`src/rtl/comp_seq_pkg.sv`:
```
// Shared defaults and FSM state encoding for the comparator sequencer.
package comp_seq_pkg;

  localparam int unsigned DEF_W       = 10;
  localparam int unsigned DEF_N_THR   = 4;
  localparam int unsigned DEF_CNT_MAX = 799;
  localparam int unsigned IDX_W       = $clog2(DEF_N_THR);

  typedef enum logic [2:0] {
    StIdle,
    StArm,
    StSettle,
    StWait,
    StAdv
  } seq_state_e;

endpackage

```
`src/rtl/wrap_counter.sv`:
```
// Free-running modulo-(CNT_MAX+1) counter; wrap is high in the cycle that
// holds CNT_MAX, i.e. the next edge takes the count back to 0.
module wrap_counter #(
  parameter int unsigned W       = 10,
  parameter int unsigned CNT_MAX = 799
) (
  input  logic         clk,
  input  logic         reset,
  output logic [W-1:0] count,
  output logic         wrap
);

  localparam logic [W-1:0] MaxVal = W'(CNT_MAX);

  assign wrap = (count == MaxVal);

  always_ff @(posedge clk) begin
    if (reset) begin
      count <= '0;
    end else if (wrap) begin
      count <= '0;
    end else begin
      count <= count + 1'b1;
    end
  end

endmodule

```
`src/rtl/comp_sequencer.sv`:
```
// Drives the comparator's c (free-running count) and d (threshold table entry),
// reporting a hit or miss per entry and done after the last one.
module comp_sequencer
  import comp_seq_pkg::*;
#(
  parameter int unsigned W       = DEF_W,
  parameter int unsigned N_THR   = DEF_N_THR,
  parameter int unsigned CNT_MAX = DEF_CNT_MAX,
  localparam int unsigned IdxW   = $clog2(N_THR),
  localparam int unsigned NumW   = IdxW + 1
) (
  input  logic            clk,
  input  logic            reset,
  input  logic            thr_we,
  input  logic [IdxW-1:0] thr_addr,
  input  logic [W-1:0]    thr_data,
  input  logic [NumW-1:0] num_thr,
  input  logic            start,
  output logic [W-1:0]    c_out,
  output logic [W-1:0]    d_out,
  input  logic            comp_in,
  output logic            busy,
  output logic            hit,
  output logic [IdxW-1:0] hit_idx,
  output logic            miss,
  output logic            done
);

  localparam logic [NumW-1:0] NumMax = NumW'(N_THR);

  seq_state_e      state_q;
  logic [W-1:0]    table_q [N_THR];
  logic [IdxW-1:0] idx_q;
  logic [NumW-1:0] num_q;
  logic [1:0]      wraps_q;
  logic            cnt_wrap;

  wrap_counter #(
    .W       (W),
    .CNT_MAX (CNT_MAX)
  ) u_cnt (
    .clk   (clk),
    .reset (reset),
    .count (c_out),
    .wrap  (cnt_wrap)
  );

  always_ff @(posedge clk) begin
    if (reset) begin
      state_q <= StIdle;
      idx_q   <= '0;
      num_q   <= '0;
      wraps_q <= '0;
      d_out   <= '0;
      busy    <= 1'b0;
      hit     <= 1'b0;
      miss    <= 1'b0;
      done    <= 1'b0;
      hit_idx <= '0;
      for (int i = 0; i < N_THR; i++) table_q[i] <= '0;
    end else begin
      hit  <= 1'b0;
      miss <= 1'b0;
      done <= 1'b0;
      // Writes land before ARM reads, so a same-cycle write+start is seen.
      if (thr_we && !busy) table_q[thr_addr] <= thr_data;

      case (state_q)
        StIdle: begin
          if (start && (num_thr != '0) && (num_thr <= NumMax)) begin
            num_q   <= num_thr;
            idx_q   <= '0;
            busy    <= 1'b1;
            state_q <= StArm;
          end
        end
        StArm: begin
          d_out   <= table_q[idx_q];
          wraps_q <= '0;
          state_q <= StSettle;
        end
        // comp_in still reflects the previous d this cycle.
        StSettle: state_q <= StWait;
        StWait: begin
          if (comp_in) begin
            hit     <= 1'b1;
            hit_idx <= idx_q;
            state_q <= StAdv;
          end else if (cnt_wrap) begin
            if (wraps_q == 2'd1) begin
              miss    <= 1'b1;
              hit_idx <= idx_q;
              state_q <= StAdv;
            end else begin
              wraps_q <= wraps_q + 2'd1;
            end
          end
        end
        StAdv: begin
          if ({1'b0, idx_q} == num_q - 1'b1) begin
            done    <= 1'b1;
            busy    <= 1'b0;
            state_q <= StIdle;
          end else begin
            idx_q   <= idx_q + 1'b1;
            state_q <= StArm;
          end
        end
        default: state_q <= StIdle;
      endcase
    end
  end

endmodule

```
`config.mk`:
```
export PLATFORM = sky130hd
export DESIGN_NAME = comp_sequencer
export DESIGN_NICKNAME = d
export VERILOG_FILES = /design/src/rtl/comp_seq_pkg.sv /design/src/rtl/wrap_counter.sv /design/src/rtl/comp_sequencer.sv
export SDC_FILE = /design/constraint.sdc
export NUM_CORES = 1
export LEC_CHECK = 0
export CAP_MARGIN = 20
export CORE_MARGIN = 4
export CORE_UTILIZATION = 49
export DETAILED_ROUTE_END_ITERATION = 16
export PLACE_DENSITY = 0.72
export SYNTH_ARGS = -nofsm -noshare
export SYNTH_HDL_FRONTEND = slang
export SYNTH_SLANG_ARGS = --single-unit
```
`constraint.sdc`:
```
create_clock -name clk -period 1.5 [get_ports clk]
set_input_delay 0.45 -clock clk [delete_from_list [all_inputs] [get_ports clk]]
set_output_delay 0.45 -clock clk [all_outputs]
set_load 0.005 [all_outputs]
```
==> key figures, run 1 <==
Placed design
  • Cell Area, Placed: just over 4000 um2
  • DP HPWL: just over 5000 um
  • Placed Instances: 424
  • Routability congestion estimate: ~0.77
  • Pre-CTS setup slack: -539 ps
  • PortBufs: 45

Pwr
  • Leakage power: 1.83 nW
  • Net Switching: around 1.1 mW
  • Clock power frac: 0.352
  • Pint: about 3.1 mW
  • Flop pwr share: 0.549
  • Net Sw Frac: 0.260
  • P per Cell Area: around 960 nW/um2
  • Largest vdd supply drop: slightly below 0.6 mV
  • Comb power frac: 0.099

CTS
  • CTS root buffer: clkbuf_8
  • TritonCTS Buffers: 9
  • CTS Sinks: 76
  • Clk Latency, worst-skew pair: 350 ps
  • H-tree Lvls: 3
  • CTS clk-pin slew, worst paths: 90 ps
  • Cts hold-fix bufs: 0
  • TritonCTS clock tree: yes
  • Clock buffer depth: 2

STA
  • Final Hold Vio Count: 0
  • Setup violators final: 0
  • Max Clock Freq: slightly below 700 MHz
  • Clock Skew: approximately 8 ps
  • Fin. max-slew vios: 0
  • Final Critical Period: approximately 1500 ps
  • Fin crit share: 0.982
  • Final hold slack: around 460 ps
  • RSZ-0062 raised after global routing: true
  • Worst slew pin tran: slightly above 300 ps
  • Slew HR: 0.794
  • Setup ws final: approximately 27 ps

Routing
  • Vias: about 2,300
  • Vias per cell: ~5.2
  • Drt wl/cell: about 16 um
  • DRT Wirelength: 7130 um
  • Drt drc: 0
  • 1st-pass router iterations: 4
  • Post-route ant nets: 0
  • Initial drt markers: 98

Synthesis
  • Number of synthesized flops with an enable pin: 40
  • Mapped Area: 3300 um2
  • Most common flop cell mapped by yosys: edfxtp_1
  • Register bit count reported by yosys: 76
  • Mux contribution to synthesized area: 0.0774
  • Adder-cell area share of the yosys netlist: 0.0114
  • Synth top area cells: edfxtp_1, dfxtp_1, and2_1
  • XOR/XNOR share of the synthesized area: 0.0292
  • Yosys cell types: 42
  • Post-synthesis async set-or-reset flop share: 0
  • Share of the synthesized area in the top cell type: 0.364
  • Largest family of logic cells by synthesized area: simple AND/OR/NAND/NOR gates
  • Cell type with the largest total area after synthesis: edfxtp_1
  • Mapped Cells: around 280
  • Synth Area in Compound Gates: 0.0622
  • Seq/Total Area, Yosys: 0.583
  • Synthesized area per cell: ~12 um2
  • Simple-gate area share of the yosys netlist: 0.211
  • Synthesis Warnings: 0
  • Post-Syn Nets: between 300 and 400

GRT
  • GRT Util Overall: 0.180
  • Initial antenna violation count: 0
  • Largest net degree at the start of global routing: 21
  • Total gr overflow: 0
  • Vias in the first global route: roughly 2,400
  • First-pass GRT wire length: 11,500 um

Die
  • Die area: between 8000 and 9000 um2
  • Row count: 29
  • Die Y: 90.0 um
  • Core Area: about 6500 um2
  • Initial core utilization: 0.511
  • Die W: between 90 and 100 um
  • # IOs: 46

Run status
  • Status: complete, no violations

Setup path
  • Crit-path cells: inv_1 -> ha_1 -> or3_4 -> o211a_1 -> o21ba_2
  • CP max stage cell: or3_4
  • Setup crit end kind: register
  • Reg-to-reg critical path startpoint: wraps_q[1]
  • Worst setup slack for register-to-register paths: approximately 27 ps
  • R2R cell count: 5
  • Slowest stage delay, CP: ~400 ps
  • Setup crit start kind: register
  • CP endpoint: wraps_q[0]
  • CP Data Required Time: ~1800 ps
  • Reg2reg end: wraps_q[0]
  • Critical path class: reg -> reg
  • Critical path peak fanout: 4
  • Worst Setup SP: wraps_q[1]
  • Critical path arrival: 1720 ps

Layout
  • Final #Nets: about 390
  • Non-Filler Instances: 447
  • Leading cell types in the layout, fill and taps excluded: and2_1, edfxtp_1, buf_4
  • Fraction of layout instances using a drive strength above 1: 0.319
  • Diode count: 0
  • Commonest non-fill, non-tap cell in the layout: and2_1
  • Syn-to-layout area delta: 34.2%
  • Final instance area: around 4400 um2

Run
  • Max cap viols: 0

Worst hold path
  • Tightest Hold Check Type: reg -> reg
-- per-layer routing --
metal / part of all wire / GRT usage / up-vias
li1: - / - / 1160
met1: 0.46 / 0.234 / 1124
met2: 0.49 / 0.295 / 49
met3: 0.037 / 0.0367 / 11
met4: 0.014 / 0.0753 / 0
met5: 0 / 0 / -
-- cells by family (layout without fill, tap and decap cells) --
logic type,Yosys count,count (layout)
AO/OA/AOI/OAI,32,32
XOR/XNOR,11,11
adder cells (fa/ha/maj),3,3
buffers and inverters,22,112
flip-flops,76,76
multiplexers,13,13
AND/OR/NAND/NOR,122,123
-- final cells by class --
class	count	area, um2
clock buffer	9	124
clock inverter	7	62.6
fill	486	2030
inverter	8	30.0
multi-input combinational	182	1390
sequential	76	1960
tap	77	96.3
timing repair buffer	88	762
-- synthesized netlist by cell type, drive strengths merged (5+ instances only) --
master,count
xor2,5
dfxtp,36
a21oi,17
nand2,23
xnor2,6
mux4,10
inv,8
o21ai,5
edfxtp,40
clkbuf,10
and2,41
nor3,8
nand3,6
nor3b,7
nor2,16
-- stage by stage --
stage	setup TNS [ps]	power [mW]	util
2_1_floorplan	0	2.56	-
3_3_place_gp	-39600	2.78	0.638
3_5_place_dp	-41590	2.80	0.638
4_1_cts	0	4.27	0.680
5_1_grt	-12.2	4.43	0.685
6_report	0	4.25	0.685
-- sequential cells by signal, summed over array words and instances, names as in the netlist --
signal	cells
busy	1
idx_q	2
hit	1
u_cnt.count	10
done	1
table_q	40
num_q	3
hit_idx	2
state_q	3
wraps_q	2
miss	1
d_out	10
-- worst min-delay path by stage --
stage,start,end,cells after the start
after CTS,d_out[6],d_out[6],2
after global placement,d_out[1],d_out[1],2
final,d_out[6],d_out[6],2
after floorplan,u_cnt.count[0],u_cnt.count[0],1
after detailed placement,d_out[6],d_out[6],2
after global routing,d_out[0],d_out[0],2
-- power groups by stage --
stage	logic, mW	registers [mW]	clock network [mW]
6_report	0.421	2.33	1.50
5_1_grt	0.460	2.34	1.63
4_1_cts	0.419	2.33	1.52
3_5_place_dp	0.418	2.38	0
3_3_place_gp	0.409	2.38	0
2_1_floorplan	0.196	2.37	0
-- worst max-delay path: cells and delay by family, from the launching register on --
family,cells,cell delay (ps)
AO/OA/AOI/OAI,2,420
AND/OR/NAND/NOR,1,400
buffers and inverters,1,40
flip-flops,1,330
adder cells (fa/ha/maj),1,180
-- what timing repair did --
action,CTS,global route
setup buffers,7,0
resized for setup,60,18
setup endpoints to repair,90,42
gates cloned,1,1
pin swaps,4,6
No activity file was read; power rests on OpenSTA's default activity.
==> run 2: changes to the inputs <==
==> constraint.sdc (replaced) <==
create_clock -name clk -period 1.5 [get_ports clk]
set_input_delay 0.225 -clock clk [delete_from_list [all_inputs] [get_ports clk]]
set_output_delay 0.225 -clock clk [all_outputs]
set_load 0.005 [all_outputs]
==> run 2 against run 1 <==
  * Critical path depth decreased by 1
  * Non-clock buffer count is 2 higher
  * Clock skew is 0.63 ps higher
  * First-iteration DRC count stayed put
  * Critical path type unchanged
  * Largest power group unchanged
  * Highest routed layer unchanged
==> key figures, run 2 (synthesis results as in run 1) <==
STA
  • Final Critical Period: roughly 1500 ps
  • Clock Skew: 8.47 ps
  • Fin. max-slew vios: 0
  • Max Clock Freq: about 680 MHz
  • RSZ-0062 raised after global routing: true
  • Final Hold Vio Count: 0
  • Slew HR: 0.763
  • Setup ws final: roughly 25 ps
  • Fin crit share: 0.983
  • Worst slew pin tran: 354 ps
  • Setup violators final: 0

Routing
  • Vias: 2,364
  • DRT Wirelength: slightly above 7000 um
  • Post-route ant nets: 0
  • Drt drc: 0
  • Drt wl/cell: about 16 um
  • 1st-pass router iterations: 4
  • Vias per cell: ~5.3
  • Initial drt markers: between 90 and 100

Layout
  • Reg with most FFs: table_q
  • Leading registers by flop count: table_q: 40 flops, d_out: 10 flops, u_cnt.count: 10 flops
  • Layout fillers: 481
  • Syn-to-layout area delta: 38.2%
  • Fraction of layout instances using a drive strength above 1: 0.300
  • Diode count: 0
  • Leading cell types in the layout, fill and taps excluded: and2_1, buf_4, edfxtp_1
  • Max reg flops: 40
  • Non-Filler Instances: 450
  • Post-layout util: 0.706
  • Final #Nets: between 300 and 400

CTS
  • CTS Sinks: 76
  • TritonCTS clock tree: yes
  • Clk Latency, worst-skew pair: ~350 ps
  • CTS clk-pin slew, worst paths: roughly 80 ps
  • CTS root buffer: clkbuf_8
  • TritonCTS Buffers: 9
  • H-tree Lvls: 3
  • Clock buffer depth: 2

Run status
  • Status: complete, no violations

Setup path
  • CP Data Required Time: ~1800 ps
  • Setup crit end kind: register
  • Worst setup slack for register-to-register paths: roughly 25 ps
  • Critical path class: reg -> reg
  • Critical path peak fanout: 3
  • Setup crit start kind: register
  • Critical path arrival: between 1500 and 2000 ps

Placed design
  • Pre-CTS setup slack: -581 ps
  • Routability congestion estimate: ~0.85
  • PortBufs: 45
  • Placed Instances: approximately 430
  • DP HPWL: about 5000 um

Run
  • Max cap viols: 0

Pwr
  • Leakage power: 1.75 nW
  • Largest vdd supply drop: around 0.49 mV
  • Overall Power: 4.50 mW
  • P per Cell Area: between 900 and 1000 nW/um2

GRT
  • First-pass GRT wire length: 11,900 um
  • Total gr overflow: 0
  • Initial antenna violation count: 0
  • GRT Util Overall: 0.183
  • Vias in the first global route: about 2,500
  • Largest net degree at the start of global routing: 24

Die
  • # IOs: 46
  • Initial core utilization: 0.511
  • Die W: about 90 um
  • Die area: around 8100 um2
  • Core Area: ~6500 um2
  • Die Y: 90.0 um
  • Row count: 29

Worst hold path
  • Tightest Hold Check Type: reg -> reg
## run 2: cell types whose count changed in the layout (fill, tap and decap cells not counted), sizes merged
cell	previous run	this run
clkinv	0	1
clkinvlp	1	2
buf	43	45
clkdlybuf4s50	12	36
bufinv	0	2
clkdlybuf4s15	1	0
dlygate4sd2	27	8
dlymetal6s2s	4	1
or2	4	5
inv	14	9
## run 2: final cells by class
type	instances	area, um2	area share
well taps	77	96.3	0.0211
flip-flops and latches	76	1940	0.426
clock inverters	6	87.6	0.0192
repair buffers	90	831	0.182
clock buffers	10	128	0.0280
multi-input cells	183	1450	0.317
inverters	8	30.0	0.00659
## run 2: path summary, 6_finish.rpt
path,end,from,depth (start not counted)
min reg2reg,d_out[7],d_out[7],2
min,d_out[7],d_out[7],2
max reg2reg,wraps_q[1],state_q[2],4
max,wraps_q[1],state_q[2],4
## run 2: power breakdown
group | switching, mW | internal [mW]
combinational | 0.213 | 0.258
sequential | 0.0449 | 2.29
clock | 0.758 | 0.937
total | 1.02 | 3.48
## run 2: stage by stage
step           cell area, um2  hold slack, ps  TNS (ps)
6_report                 4560             461         0
5_1_grt                  4560             491     -2.54
4_1_cts                  4480             464         0
3_5_place_dp             4180             451    -26540
3_3_place_gp             4180             448    -23540
2_1_floorplan            3320             369         0
## run 2: critical path, stage by stage (launching register included)
cell and delay, ps:
dfxtp_2 330, nand3b_4 150, or3_4 400, or3_4 380
a21oi_2 150
## run 2: what timing repair did
action / in CTS / in global routing
hold buffers: 0 / 0
buffers inserted: 2 / 1
pin swaps: 6 / 11
gates resized for setup: 28 / 18
setup endpoints to repair: 55 / 62
cloned: 2 / 0
## run 2: layer usage
| layer | part of all wire | wire (um) | GRT usage | up-vias |
|---|---|---|---|---|
| li1 | - | - | - | 1171 |
| met2 | 0.51 | 3660 | 0.305 | 57 |
| met4 | 0.015 | 108 | 0.0689 | 0 |
| met1 | 0.43 | 3100 | 0.237 | 1127 |
| met5 | 0 | 0 | 0 | - |
| met3 | 0.049 | 351 | 0.0367 | 9 |
==> run 3: changes to the inputs <==
--- a/config.mk
+++ b/config.mk
@@ -5,11 +5,13 @@
 export SDC_FILE = /design/constraint.sdc
 export NUM_CORES = 1
 export LEC_CHECK = 0
+export ABC_AREA = 1
+export ABC_CLOCK_PERIOD_IN_PS = 1500
 export CAP_MARGIN = 20
 export CORE_MARGIN = 4
 export CORE_UTILIZATION = 49
 export DETAILED_ROUTE_END_ITERATION = 16
-export PLACE_DENSITY = 0.72
+export PLACE_DENSITY = 0.71
 export SYNTH_ARGS = -nofsm -noshare
 export SYNTH_HDL_FRONTEND = slang
 export SYNTH_SLANG_ARGS = --single-unit
==> run 3 against run 2 <==
  * Die area rose by 3.2%
  * Clock-buffer cell count increased by 2
  * Worst hold slack got worse by 2.7 ps
  * Total power increased by 2.9%
  * Synthesized cell count rose by 41%
  * Via count is 16% higher
  * Sequential cell count unchanged
  * Non-clock buffer count down 20
  * Fmax up 1.5%
  * Global-route usage up 0.12 points
  * Critical endpoint is now c_out[6]
  * Highest routed layer unchanged
==> key figures, run 3 <==
Synthesis
  • Most common cell in the netlist: nor2_1
  • Share of the synthesized area in the top cell type: 0.352
  • Mapped Area: ~3400 um2
  • Cell type with the largest total area after synthesis: edfxtp_1
  • Synthesis Warnings: 0
  • Synthesized area per cell: approximately 8.7 um2
  • Post-Syn Nets: roughly 420
  • Post-synthesis async set-or-reset flop share: 0
  • Register bit count reported by yosys: 76
  • Commonest cells post-synth: nor2_1, inv_1, edfxtp_1, dfxtp_1, nand2_1
  • Mapped Cells: between 300 and 400
  • Most common flop cell mapped by yosys: edfxtp_1
  • Number of synthesized flops with an enable pin: 40
  • Seq/Total Area, Yosys: 0.563
  • Yosys cell types: 34
  • Synth top area cells: edfxtp_1, dfxtp_1, nor2_1

Die
  • Row count: 30
  • Die Y: between 90 and 100 um
  • Die W: about 91 um
  • Core Area: between 6000 and 7000 um2
  • # IOs: between 40 and 50
  • Die area: approximately 8400 um2
  • Initial core utilization: 0.503

Routing
  • Drt drc: 0
  • Post-route ant nets: 0
  • 1st-pass router iterations: 4
  • Vias: between 2,000 and 3,000
  • DRT Wirelength: 7330 um
  • Drt wl/cell: ~13 um
  • Initial drt markers: about 190
  • Vias per cell: between 4 and 5

Run status
  • Status: complete, no violations

STA
  • Final Critical Period: approximately 1500 ps
  • Final Hold Vio Count: 0
  • Clock Skew: approximately 7.6 ps
  • Setup violators final: 0
  • Setup_tns: 0 ps
  • Max Clock Freq: 688 MHz
  • Final hold slack: 459 ps
  • Worst slew pin tran: 356 ps
  • Slew HR: 0.762
  • Fin crit share: 0.969
  • Fin. max-slew vios: 0

CTS
  • Clock buffer depth: 2
  • TritonCTS Buffers: 9
  • CTS clk-pin slew, worst paths: about 70 ps
  • CTS Sinks: 76
  • Cts hold-fix bufs: 0
  • H-tree Lvls: 3
  • Clk Latency, worst-skew pair: 350 ps
  • CTS root buffer: clkbuf_8
  • TritonCTS clock tree: yes

Pwr
  • Net Switching: roughly 1.2 mW
  • Leakage power: 1.78 nW
  • Pint: ~3.5 mW
  • Flop pwr share: 0.522
  • Largest vdd supply drop: 0.616 mV
  • Comb power frac: 0.155
  • Clock power frac: 0.322
  • Overall Power: between 4 and 5 mW
  • P per Cell Area: ~1100 nW/um2
  • Net Sw Frac: 0.254

Setup path
  • Slowest stage delay, CP: 500 ps
  • CP Data Required Time: 1270 ps
  • CP top delay family: buffers and inverters
  • Critical path peak fanout: 5
  • Critical path arrival: 1230 ps
  • Critical path class: reg -> out
  • Worst Path Buf+Inv: 1
  • Reg-to-reg critical path startpoint: busy
  • Crit-path cells: clkdlybuf4s50_1
  • Setup crit end kind: output pin
  • Worst setup slack for register-to-register paths: 140 ps
  • R2R cell count: 5
  • Setup crit start kind: register
  • CP max stage cell: clkdlybuf4s50_1
  • Reg2reg end: table_q[3][8]

GRT
  • Vias in the first global route: between 2,000 and 3,000
  • Largest net degree at the start of global routing: 23
  • Total gr overflow: 0
  • Initial antenna violation count: 0
  • GRT Util Overall: 0.184
  • First-pass GRT wire length: approximately 12,000 um

Layout
  • Fraction of layout instances using a drive strength above 1: 0.171
  • Commonest non-fill, non-tap cell in the layout: nor2_1
  • Diode count: 0
  • Layout fillers: approximately 610
  • Final #Nets: about 480
  • Syn-to-layout area delta: 27.3%
  • Max reg flops: 40
  • Reg with most FFs: table_q
  • Non-Filler Instances: 559
  • Leading cell types in the layout, fill and taps excluded: nor2_1, clkdlybuf4s50_1, inv_1
  • Post-layout util: 0.640
  • Leading registers by flop count: table_q: 40 flops, d_out: 10 flops, u_cnt.count: 10 flops

Placed design
  • PortBufs: between 40 and 50
  • Placed Instances: 540
  • Routability congestion estimate: 0.851
  • DP HPWL: between 5000 and 6000 um

Worst hold path
  • Cell count of the worst hold path: 2
  • Tightest Hold Check Type: in -> reg
  • Hold path startpoint: comp_in
  • WHS Endpoint: miss

Run
  • Max cap viols: 0
-- run 3: worst max-delay path by stage --
| stage | startpoint | depth (start not counted) | endpoint | slack, ps |
|---|---|---|---|---|
| 2_1_floorplan | busy | 8 | table_q[0][0] | -10 |
| 3_3_place_gp | thr_we | 10 | table_q[0][9] | -350 |
| 3_5_place_dp | thr_we | 10 | table_q[0][6] | -340 |
| 4_1_cts | u_cnt.count[5] | 1 | c_out[5] | 3 |
| 5_1_grt | thr_we | 10 | table_q[0][0] | -0.02 |
| 6_report | u_cnt.count[6] | 1 | c_out[6] | 50 |
-- run 3: logic make-up (layout without fill, tap and decap cells) --
group                      Yosys count  after routing  synth area share
AOI/OAI and AO/OA                   62             62            0.0971
xor gates and xnor gates             5              5            0.0128
adders and majority gates            3              3            0.0110
buffers and inverters               68            137            0.0795
DFF                                 76             76             0.563
and+or+nand+nor                    180            180             0.237
-- run 3: repair_timing --
item | in CTS | in global routing
buffers inserted | 0 | 3
gates resized for setup | 7 | 16
pin swaps | 0 | 4
endpoints found under the setup margin | 6 | 72
-- run 3: metal layers --
metal  up-vias  GRT usage  part of all wire
met5         -          0                 0
met2        64      0.279              0.45
met1      1259      0.248              0.48
met4         0     0.0766             0.016
met3        12     0.0514             0.052
li1       1418          -                 -
-- run 3: layout make-up --
cell class / count / area, um2 / share of cell area
sequential: 76 / 1940 / 0.446
multi-input combinational: 250 / 1250 / 0.287
timing repair buffer: 70 / 661 / 0.152
inverter: 51 / 191 / 0.0440
clock buffer: 12 / 135 / 0.0311
tap: 96 / 120 / 0.0276
clock inverter: 4 / 50.0 / 0.0115
-- run 3: power by group through the flow --
stage	sequential [mW]	combinational (mW)	clock, mW
after floorplan	2.45	0.396	0
after global placement	2.46	0.709	0
after detailed placement	2.46	0.721	0
after CTS	2.42	0.721	1.52
after global routing	2.43	0.812	1.60
final	2.42	0.719	1.49
-- run 3: worst reg2reg max path: stages, from the launching register on --
cell and delay [ps]:
dfxtp_2 340, nor2_4 120, inv_1 70, buf_4 140, o31ai_2 180, buf_4 220
-- run 3: through the flow --
stage                     instance area, um2  setup WS [ps]
after floorplan                         3420          -13.3
after global placement                  4100           -346
after detailed placement                4100           -335
after CTS                               4290           3.47
after global routing                    4350        -0.0233
final                                   4350           46.5
